## config.mk

```make
export PLATFORM = sky130hd
export DESIGN_NAME = lap_display_ctrl_flat
export DESIGN_NICKNAME = d
export VERILOG_FILES = /design/src/rtl/lap_display_ctrl_pkg.sv /design/src/rtl/lap_display_ctrl_if.sv /design/src/rtl/lap_display_ctrl_lap_buffer.sv /design/src/rtl/lap_display_ctrl.sv /design/src/flat_wrapper.sv
export SDC_FILE = /design/constraint.sdc
export NUM_CORES = 1
export LEC_CHECK = 0
export ABC_CLOCK_PERIOD_IN_PS = 3800
export CORE_ASPECT_RATIO = 0.7
export CORE_UTILIZATION = 41
export CTS_CLUSTER_DIAMETER = 200
export DETAILED_ROUTE_END_ITERATION = 12
export HOLD_SLACK_MARGIN = 0.03
export RECOVER_POWER = 100
export SYNTH_ARGS = -nofsm -noshare
export SYNTH_HDL_FRONTEND = slang
export SYNTH_SLANG_ARGS = --single-unit
```

## constraint.sdc

```tcl
create_clock -name clk -period 3.8 [get_ports clk]
set_input_delay 0.57 -clock clk [delete_from_list [all_inputs] [get_ports clk]]
set_output_delay 0.57 -clock clk [all_outputs]
set_load 0.005 [all_outputs]
```

## src/rtl/lap_display_ctrl_pkg.sv

```systemverilog
// Shared widths, display-mode encodings and control FSM state codes for the
// stopwatch lap/split display path, so every block agrees on them.
package lap_display_ctrl_pkg;

    localparam int TIME_W     = 14;  // {min[7:0], sec[5:0]}
    localparam int LAP_DEPTH  = 4;   // power of 2
    localparam int HOLD_TICKS = 3;   // seconds a captured split stays frozen

    localparam int IDX_W  = $clog2(LAP_DEPTH);
    localparam int CNT_W  = IDX_W + 1;
    localparam int HOLD_W = $clog2(HOLD_TICKS + 1);

    // What the display is showing; this is also the lap/display FSM state.
    typedef enum logic [1:0] {
        DISP_LIVE   = 2'b00,
        DISP_HOLD   = 2'b01,
        DISP_REVIEW = 2'b10
    } disp_mode_e;

    // State codes of the upstream run/pause control FSM.
    typedef enum logic [1:0] {
        CTRL_IDLE    = 2'b00,
        CTRL_RUNNING = 2'b01,
        CTRL_PAUSED  = 2'b10
    } ctrl_state_e;

    typedef logic [TIME_W-1:0] time_t;

endpackage

```

## src/rtl/lap_display_ctrl_if.sv

```systemverilog
// Signal bundle between the stopwatch control side and the lap/display block.
// There is no valid/ready handshake here: tick_1hz, lap and clear_counters are
// single-cycle pulses acted on in the cycle they are high; count_en and
// live_time are levels sampled every cycle; every output is a registered level
// except lap_dropped, which is a registered single-cycle pulse.
interface lap_display_ctrl_if;
    import lap_display_ctrl_pkg::*;

    logic              tick_1hz;
    logic              count_en;
    logic              clear_counters;
    logic              lap;
    time_t             live_time;

    time_t             disp_time;
    logic [1:0]        disp_mode;
    logic [IDX_W-1:0]  lap_idx;
    logic [CNT_W-1:0]  lap_count;
    logic              buf_full;
    logic              lap_dropped;
    disp_mode_e        state_dbg;

    modport master (
        output tick_1hz, count_en, clear_counters, lap, live_time,
        input  disp_time, disp_mode, lap_idx, lap_count, buf_full, lap_dropped,
        input  state_dbg
    );

    modport slave (
        input  tick_1hz, count_en, clear_counters, lap, live_time,
        output disp_time, disp_mode, lap_idx, lap_count, buf_full, lap_dropped,
        output state_dbg
    );

endinterface

```

## src/rtl/lap_display_ctrl_lap_buffer.sv

```systemverilog
// Lap storage: LAP_DEPTH x TIME_W register file, one synchronous write port,
// one asynchronous read port, cleared by reset.
module lap_display_ctrl_lap_buffer
    import lap_display_ctrl_pkg::*;
(
    input  logic             clk,
    input  logic             rst,
    input  logic             we,
    input  logic [IDX_W-1:0] waddr,
    input  time_t            wdata,
    input  logic [IDX_W-1:0] raddr,
    output time_t            rdata
);

    time_t mem [LAP_DEPTH];

    // Write the addressed entry on a strobe; reset clears every entry.
    always_ff @(posedge clk or posedge rst) begin
        if (rst) begin
            for (int i = 0; i < LAP_DEPTH; i++) begin
                mem[i] <= '0;
            end
        end else if (we) begin
            mem[waddr] <= wdata;
        end
    end

    assign rdata = mem[raddr];

endmodule

```

## src/rtl/lap_display_ctrl.sv

```systemverilog
// Lap/split sequencer for the stopwatch display: captures laps into the lap
// buffer, freezes a split on screen for HOLD_TICKS seconds, and lets the user
// scroll stored laps while paused.
module lap_display_ctrl
    import lap_display_ctrl_pkg::*;
(
    input  logic              clk,
    input  logic              rst,
    lap_display_ctrl_if.slave bus
);

    localparam logic [CNT_W-1:0]  LAP_FULL  = CNT_W'(LAP_DEPTH);
    localparam logic [IDX_W-1:0]  IDX_LAST  = IDX_W'(LAP_DEPTH - 1);
    localparam logic [HOLD_W-1:0] HOLD_LOAD = HOLD_W'(HOLD_TICKS);

    disp_mode_e        state;
    logic [IDX_W-1:0]  wr_ptr;
    logic [IDX_W-1:0]  lap_idx;
    logic [CNT_W-1:0]  lap_count;
    logic [HOLD_W-1:0] hold_cnt;
    time_t             hold_reg;
    time_t             disp_time;
    logic              buf_full;
    logic              lap_dropped;

    logic              cap_req;
    logic              full_now;
    logic              buf_we;
    logic              idx_last;
    time_t             buf_rdata;
    time_t             disp_src;

    // Capture decision: a running lap captures from any state unless a clear
    // wins the cycle; a full buffer turns the write into a drop.
    always_comb begin
        cap_req  = 1'b0;
        full_now = 1'b0;
        buf_we   = 1'b0;
        idx_last = 1'b0;
        cap_req  = bus.lap & bus.count_en & ~bus.clear_counters;
        full_now = (lap_count == LAP_FULL);
        buf_we   = cap_req & ~full_now;
        idx_last = ({1'b0, lap_idx} == (lap_count - CNT_W'(1)));
    end

    // Display source for the current state; registered one cycle later.
    always_comb begin
        disp_src = bus.live_time;
        unique case (state)
            DISP_LIVE:   disp_src = bus.live_time;
            DISP_HOLD:   disp_src = hold_reg;
            DISP_REVIEW: disp_src = buf_rdata;
            default:     disp_src = bus.live_time;
        endcase
    end

    lap_display_ctrl_lap_buffer u_buf (
        .clk   (clk),
        .rst   (rst),
        .we    (buf_we),
        .waddr (wr_ptr),
        .wdata (bus.live_time),
        .raddr (lap_idx),
        .rdata (buf_rdata)
    );

    // Lap/display FSM with its counters and all registered outputs.
    // Priority: clear_counters > lap > tick_1hz > count_en change.
    always_ff @(posedge clk or posedge rst) begin
        if (rst) begin
            state       <= DISP_LIVE;
            wr_ptr      <= '0;
            lap_idx     <= '0;
            lap_count   <= '0;
            hold_cnt    <= '0;
            hold_reg    <= '0;
            disp_time   <= '0;
            buf_full    <= 1'b0;
            lap_dropped <= 1'b0;
        end else begin
            disp_time   <= disp_src;
            lap_dropped <= 1'b0;
            if (bus.clear_counters) begin
                state     <= DISP_LIVE;
                wr_ptr    <= '0;
                lap_idx   <= '0;
                lap_count <= '0;
                hold_cnt  <= '0;
                buf_full  <= 1'b0;
            end else if (cap_req) begin
                // Same capture in LIVE, HOLD (reloads the hold, tick lost)
                // and REVIEW (resume plus lap in one cycle).
                if (full_now) begin
                    lap_dropped <= 1'b1;
                end else begin
                    // wr_ptr parks on the last entry instead of wrapping.
                    if (wr_ptr != IDX_LAST) begin
                        wr_ptr <= wr_ptr + IDX_W'(1);
                    end
                    lap_count <= lap_count + CNT_W'(1);
                    buf_full  <= (lap_count == (LAP_FULL - CNT_W'(1)));
                end
                hold_reg <= bus.live_time;
                hold_cnt <= HOLD_LOAD;
                lap_idx  <= '0;
                state    <= DISP_HOLD;
            end else begin
                unique case (state)
                    DISP_LIVE: begin
                        // Paused lap opens review only when laps exist.
                        if (bus.lap && lap_count != '0) begin
                            lap_idx <= '0;
                            state   <= DISP_REVIEW;
                        end
                    end
                    DISP_HOLD: begin
                        // Paused laps are ignored; only the hold timer runs.
                        if (bus.tick_1hz) begin
                            if (hold_cnt == HOLD_W'(1)) begin
                                hold_cnt <= '0;
                                state    <= DISP_LIVE;
                            end else begin
                                hold_cnt <= hold_cnt - HOLD_W'(1);
                            end
                        end
                    end
                    DISP_REVIEW: begin
                        if (bus.lap) begin
                            lap_idx <= idx_last ? '0 : lap_idx + IDX_W'(1);
                        end else if (bus.count_en) begin
                            lap_idx <= '0;
                            state   <= DISP_LIVE;
                        end
                    end
                    default: begin
                        state <= DISP_LIVE;
                    end
                endcase
            end
        end
    end

    assign bus.disp_time   = disp_time;
    assign bus.disp_mode   = state;
    assign bus.state_dbg   = state;
    assign bus.lap_idx     = lap_idx;
    assign bus.lap_count   = lap_count;
    assign bus.buf_full    = buf_full;
    assign bus.lap_dropped = lap_dropped;

endmodule
```

## src/flat_wrapper.sv

```systemverilog
// flat-port wrapper written by rule: the top's interface ports become plain ports
module lap_display_ctrl_flat import lap_display_ctrl_pkg::*;
  (clk, rst, bus_tick_1hz, bus_count_en, bus_clear_counters, bus_lap, bus_live_time, bus_disp_time, bus_disp_mode, bus_lap_idx, bus_lap_count, bus_buf_full, bus_lap_dropped, bus_state_dbg);
  lap_display_ctrl_if bus_i ();
  input  logic clk;
  input  logic rst;
  input wire logic [$bits(bus_i.tick_1hz)-1:0] bus_tick_1hz;
  input wire logic [$bits(bus_i.count_en)-1:0] bus_count_en;
  input wire logic [$bits(bus_i.clear_counters)-1:0] bus_clear_counters;
  input wire logic [$bits(bus_i.lap)-1:0] bus_lap;
  input wire logic [$bits(bus_i.live_time)-1:0] bus_live_time;
  output wire logic [$bits(bus_i.disp_time)-1:0] bus_disp_time;
  output wire logic [$bits(bus_i.disp_mode)-1:0] bus_disp_mode;
  output wire logic [$bits(bus_i.lap_idx)-1:0] bus_lap_idx;
  output wire logic [$bits(bus_i.lap_count)-1:0] bus_lap_count;
  output wire logic [$bits(bus_i.buf_full)-1:0] bus_buf_full;
  output wire logic [$bits(bus_i.lap_dropped)-1:0] bus_lap_dropped;
  output wire logic [$bits(bus_i.state_dbg)-1:0] bus_state_dbg;
  assign bus_i.tick_1hz = bus_tick_1hz;
  assign bus_i.count_en = bus_count_en;
  assign bus_i.clear_counters = bus_clear_counters;
  assign bus_i.lap = bus_lap;
  assign bus_i.live_time = bus_live_time;
  assign bus_disp_time = bus_i.disp_time;
  assign bus_disp_mode = bus_i.disp_mode;
  assign bus_lap_idx = bus_i.lap_idx;
  assign bus_lap_count = bus_i.lap_count;
  assign bus_buf_full = bus_i.buf_full;
  assign bus_lap_dropped = bus_i.lap_dropped;
  assign bus_state_dbg = bus_i.state_dbg;
  lap_display_ctrl u_core (.clk(clk), .rst(rst), .bus(bus_i));
endmodule
```

==> results of run 1 <==
through the flow:
stage               instance area [um^2]  power, mW  hold WS (ns)
global route                        5320       3.00         0.501
finish                              5320       2.85         0.491
detailed placement                  5170       1.99         0.488
global placement                    5170       1.98         0.483
CTS                                 5490       2.98         0.503
floorplan                           4640       1.74         0.474
path summary, 6_finish.rpt:
check	startpoint	to	slack, ns	depth (start not counted)
worst max-delay path	bus_clear_counters	u_core.u_buf.mem[31]$_DFFE_PP0P_	0.67	5
min in group asynchronous	rst	u_core.u_buf.mem[28]$_DFFE_PP0P_	1.45	2
worst min register to register	u_core.u_buf.mem[33]$_DFFE_PP0P_	u_core.u_buf.mem[33]$_DFFE_PP0P_	0.49	1
max in group asynchronous	rst	u_core.hold_reg[3]$_DFFE_PP0P_	1.00	2
worst min-delay path	u_core.u_buf.mem[33]$_DFFE_PP0P_	u_core.u_buf.mem[33]$_DFFE_PP0P_	0.49	1
worst max register to register	u_core.bus.disp_mode[0]$_DFFE_PP0P_	u_core.bus.lap_idx[0]$_DFFE_PP0P_	1.27	7
layer usage:
layer / track usage / up-vias
met5: 0 / -
met3: 0.0489 / 10
met2: 0.241 / 52
met4: 0.0441 / 0
li1: - / 1226
met1: 0.258 / 1353
final cells by class:
| cell class | instances | area (um^2) |
|---|---|---|
| Fill cell | 985 | 5690 |
| Sequential cell | 97 | 2430 |
| Multi-Input combinational cell | 191 | 1870 |
| Timing Repair Buffer | 48 | 467 |
| Clock buffer | 10 | 239 |
| Tap cell | 153 | 191 |
| Clock inverter | 5 | 80.1 |
| Inverter | 11 | 41.3 |
cell usage in the layout, fill, tap and decap left out, drive strengths merged:
| cell | n |
|---|---|
| nand2b | 1 |
| a311oi | 1 |
| mux2i | 5 |
| a211o | 1 |
| xnor2 | 3 |
| a22oi | 14 |
| nand2 | 9 |
| inv | 11 |
| ha | 12 |
| dlygate4sd3 | 28 |
| a21oi | 22 |
| clkdlybuf4s50 | 16 |
| nand3b | 1 |
| a31oi | 1 |
| nor2 | 21 |
| nor3 | 1 |
| or3b | 2 |
| xor2 | 2 |
| nor3b | 1 |
| a21o | 1 |
| a22o | 1 |
| a41o | 1 |
| or2 | 1 |
| nand4bb | 1 |
| clkinvlp | 2 |
| bufinv | 2 |
| mux2 | 71 |
| o2bb2ai | 1 |
| o21ai | 1 |
| mux4 | 14 |
| clkinv | 1 |
| clkbuf | 11 |
| o31a | 1 |
| dfrtp | 97 |
| buf | 3 |
| nand3 | 1 |
where the power goes:
part,internal [mW],switching [mW]
registers,1.23,0.101
clock network,0.590,0.385
logic,0.305,0.242
cells by family (layout without fill, tap and decap cells):
| family | after synthesis | in the layout | share of synthesized area |
|---|---|---|---|
| mux | 90 | 90 | 0.284 |
| buf+inv | 32 | 74 | 0.0383 |
| compound gates | 45 | 45 | 0.0653 |
| simple gates | 39 | 39 | 0.0477 |
| fa+ha+maj | 12 | 12 | 0.0324 |
| xor+xnor | 5 | 5 | 0.00944 |
| flops | 97 | 97 | 0.523 |
==> reports/qor.txt, run 1 <==
Status: finished with violations
Failing checks: capacitance limit, slew limit
Post-synth top area share: 0.523
Leakage: 2.42 nW
Layout Nets: 390
Util after Layout: 0.483
Startpoint Class: input port
# port buffers: 44
GRT Util Overall: 0.172
Vias in the first global route: 2644
Count leader, synth: dfrtp_1
Yosys reg bits: 97
Vias/cell: 5.13
Peak supply drop: 0.263 mV
Sum of negative setup slack: 0 ns
Syn. warnings: 0
Mapped Cells: 320
Cts hold-fix bufs: 0
Endpoints failing hold: 0
First-pass GRT wire length: 15000 um
TritonCTS clock tree: built
Initial antenna violation count: 0
Antenna cells: 0
Worst-Skew Late Latency: 0.34 ns
Final WL: 9110 um
CP bufs+invs: 1
Worst Max-Slew Pin Slew: 2.31 ns
WL per Instance: 17.7 um
Drt drc: 0
Worst Hold Class: register to register
DR top layer: met4
Die Wd: 129 um
Synthesized Nets: 352
Metal2 WL: 3950 um
Via count: 2641
Area of the die: 11700 um^2
Final min period: 3.13 ns
Worst Path Arrival: 3.35 ns
Crit share post-route: 0.824
Placed Cells: 500
Delay-heaviest family, CP: simple AND/OR/NAND/NOR gates
Gpl congestion: 0.713
Clock Tree Buf Depth: 2
WL met1: 4680 um
Nature of the critical path endpoint: register
Pin count of the biggest net entering global routing: 62
Crit-path cells: dlygate4sd3_1, nand3b_1, a21oi_4, nand2_4, mux2_1
Sequential fraction of the synthesis area: 0.523
Skew final: 0.00640 ns
Max incr delay on CP: 0.83 ns
Max-slew headroom: -0.537
Final count of pins violating max slew: 62
Syn-to-layout area delta: 14.6%
Cell Pwr Density: 536 nW/um^2
Top cells by count, synth: 97 x dfrtp_1, 40 x mux2_4, 30 x mux2_2
Clock sinks: 97
IO Pins: 45
Max reg flops: 56
Fin cells: 515
Count of cell types in the netlist: 39
Htree depth: 3
Root Driver: clkbuf_16
Gr ovfl total: 0
Total iterations of the first detailed-routing run: 4
Setup WS post-layout: 0.668 ns
Slowest-stage cell, CP: nand3b_1
Max_cap viols: 1
Die Y: 91.0 um
Pre-CTS setup slack: 0.957 ns
Post-Synthesis Cell Area: 4640 um^2
Post-CTS Setup Bufs: 0
CP Class: input port to register
Top post-synthesis cells by area: dfrtp_1 52%, mux2_4 13%, mux2_2 7.3%
# resized after CTS: 0
RSZ-0062 raised after global routing: false
DP HPWL: 5860 um
Placeable Area: 11000 um^2
Metal3 WL: 381 um
Synth Area per Inst: 14.5 um^2
Clock-pin slew on the worst setup and hold paths: 0.06 ns
Crit path max fanout: 16
FP Rows: 32
Routed Antenna Nets: 0
CP required: 4.02 ns
Final setup fails: 0
Ys flop type: dfrtp_1
Share of cells above drive strength 1: 0.191
Iter 0 DRT Violations: 128
Area leader, netlist: dfrtp_1
CTS buffer count: 9
Ys async rst share: 1.00
Post-synth EDFFs: 0
Max frequency: 319 MHz
Starting Density: 0.421
Note: power is estimated with default switching activity, not from simulation.
==> run 2, diff against run 1 <==
- ABC_CLOCK_PERIOD_IN_PS: 3800 -> 3200
- clock period: 3.8 -> 3.2 ns (I/O delays scaled with it)
==> reports/qor.txt, run 2 (synthesis gave the netlist of run 1 again) <==
Vias in the first global route: 2697
Crit share post-route: 0.869
Placeable Area: 11000 um^2
Skew final: 0.00595 ns
Gpl congestion: 0.759
Final min period: 2.78 ns
# resized after CTS: 0
Leakage: 2.44 nW
Max reg flops: 56
Critical Path End: u_core.u_buf.mem[35]$_DFFE_PP0P_
Initial antenna violation count: 0
Max frequency: 360 MHz
Htree depth: 3
CP required: 3.42 ns
Power, Total: 3.38 mW
Area after DPL: 5180 um^2
Drt drc: 0
Crit path launch: bus_count_en
Total iterations of the first detailed-routing run: 4
Clock sinks: 97
Syn-to-layout area delta: 15.0%
Final count of pins violating max slew: 42
Worst Max-Slew Pin Slew: 1.88 ns
Peak supply drop: 0.324 mV
Final setup fails: 0
Starting Density: 0.421
Clock-pin slew on the worst setup and hold paths: 0.07 ns
Sum of negative setup slack: 0 ns
Gr ovfl total: 0
Hold_sp: u_core.u_buf.mem[9]$_DFFE_PP0P_
FF-to-FF Start: u_core.bus.lap_count[0]$_DFFE_PP0P_
DP HPWL: 5850 um
First-pass GRT wire length: 15200 um
Startpoint Class: input port
Antenna cells: 0
GRT Util Overall: 0.175
Layout Nets: 390
RSZ-0062 raised after global routing: false
Die Y: 91.0 um
CTS buffer count: 9
IO Pins: 45
# port buffers: 44
Most frequent cells in the layout: 97 x dfrtp_1, 41 x mux2_1, 30 x mux2_2, 27 x dlygate4sd3_1
Cts hold-fix bufs: 0
Reg2reg path depth: 5
Area of the die: 11700 um^2
Post-route cell area: 5340 um^2
Post-CTS Setup Bufs: 0
R2r endpoint: u_core.u_buf.mem[35]$_DFFE_PP0P_
Iter 0 DRT Violations: 118
Util after Layout: 0.485
Via count: 2588
Worst Path Arrival: 3.00 ns
Worst hold stages: 1
CP Class: input port to register
Endpoints failing hold: 0
Share of cells above drive strength 1: 0.196
Reg2Reg Setup Slack: 0.92 ns
Crit path max fanout: 16
FP Rows: 32
Max_cap viols: 1
Pin count of the biggest net entering global routing: 57
Root Driver: clkbuf_16
Max-slew headroom: -0.257
Status: finished with violations
Final WL: 8990 um
Most common cell after layout, fill and taps aside: dfrtp_1
Clock Tree Buf Depth: 2
Nature of the critical path endpoint: register
Routed Antenna Nets: 0
Die Wd: 129 um
Cell Pwr Density: 634 nW/um^2
Worst-Skew Late Latency: 0.34 ns
Vias/cell: 5.03
WL per Instance: 17.5 um
Hold WS: 0.490 ns
TritonCTS clock tree: built
Worst Hold Class: register to register
Failing checks: capacitance limit, slew limit
-- run 2: critical path, stage by stage --
cell and delay (ns):
dlygate4sd3_1 0.74, nand3b_4 0.30, a21oi_1 0.74, nand2_4 0.33
mux2_1 0.40
-- run 2: power by group --
part | switching, mW | total (mW) | leakage (nW) | internal (mW)
Combinational | 0.286 | 0.651 | 1.05 | 0.365
Clock | 0.457 | 1.16 | 0.151 | 0.700
Sequential | 0.116 | 1.58 | 1.24 | 1.46
Total | 0.859 | 3.38 | 2.44 | 2.53
-- run 2: final cells by class --
class,instances,area [um^2]
Fill cell,985,5680
Sequential cell,97,2430
Multi-Input combinational cell,191,1870
Timing Repair Buffer,48,483
Clock buffer,10,239
Tap cell,153,191
Clock inverter,5,80.1
Inverter,11,42.5
-- run 2: how the worst min path moves through the flow --
stage	end
finish	u_core.u_buf.mem[9]$_DFFE_PP0P_
global route	u_core.u_buf.mem[31]$_DFFE_PP0P_
CTS	u_core.u_buf.mem[11]$_DFFE_PP0P_
detailed placement	u_core.u_buf.mem[11]$_DFFE_PP0P_
floorplan	u_core.u_buf.mem[23]$_DFFE_PP0P_
global placement	u_core.u_buf.mem[24]$_DFFE_PP0P_
-- run 2: routing by layer --
metal  part of all wire  global-route usage  vias to the layer above
met5                  0                   0                        -
met4              0.014              0.0647                        0
met3              0.030              0.0407                        8
met2               0.42               0.232                       45
met1               0.54               0.273                     1313
li1                   -                   -                     1222
-- run 2: metrics by stage --
stage          cells  worst slack, ns
6_report         515            0.419
5_1_grt          515            0.291
4_1_cts          515            0.526
3_5_place_dp     500            0.566
3_3_place_gp     500            0.629
2_1_floorplan    320            0.186
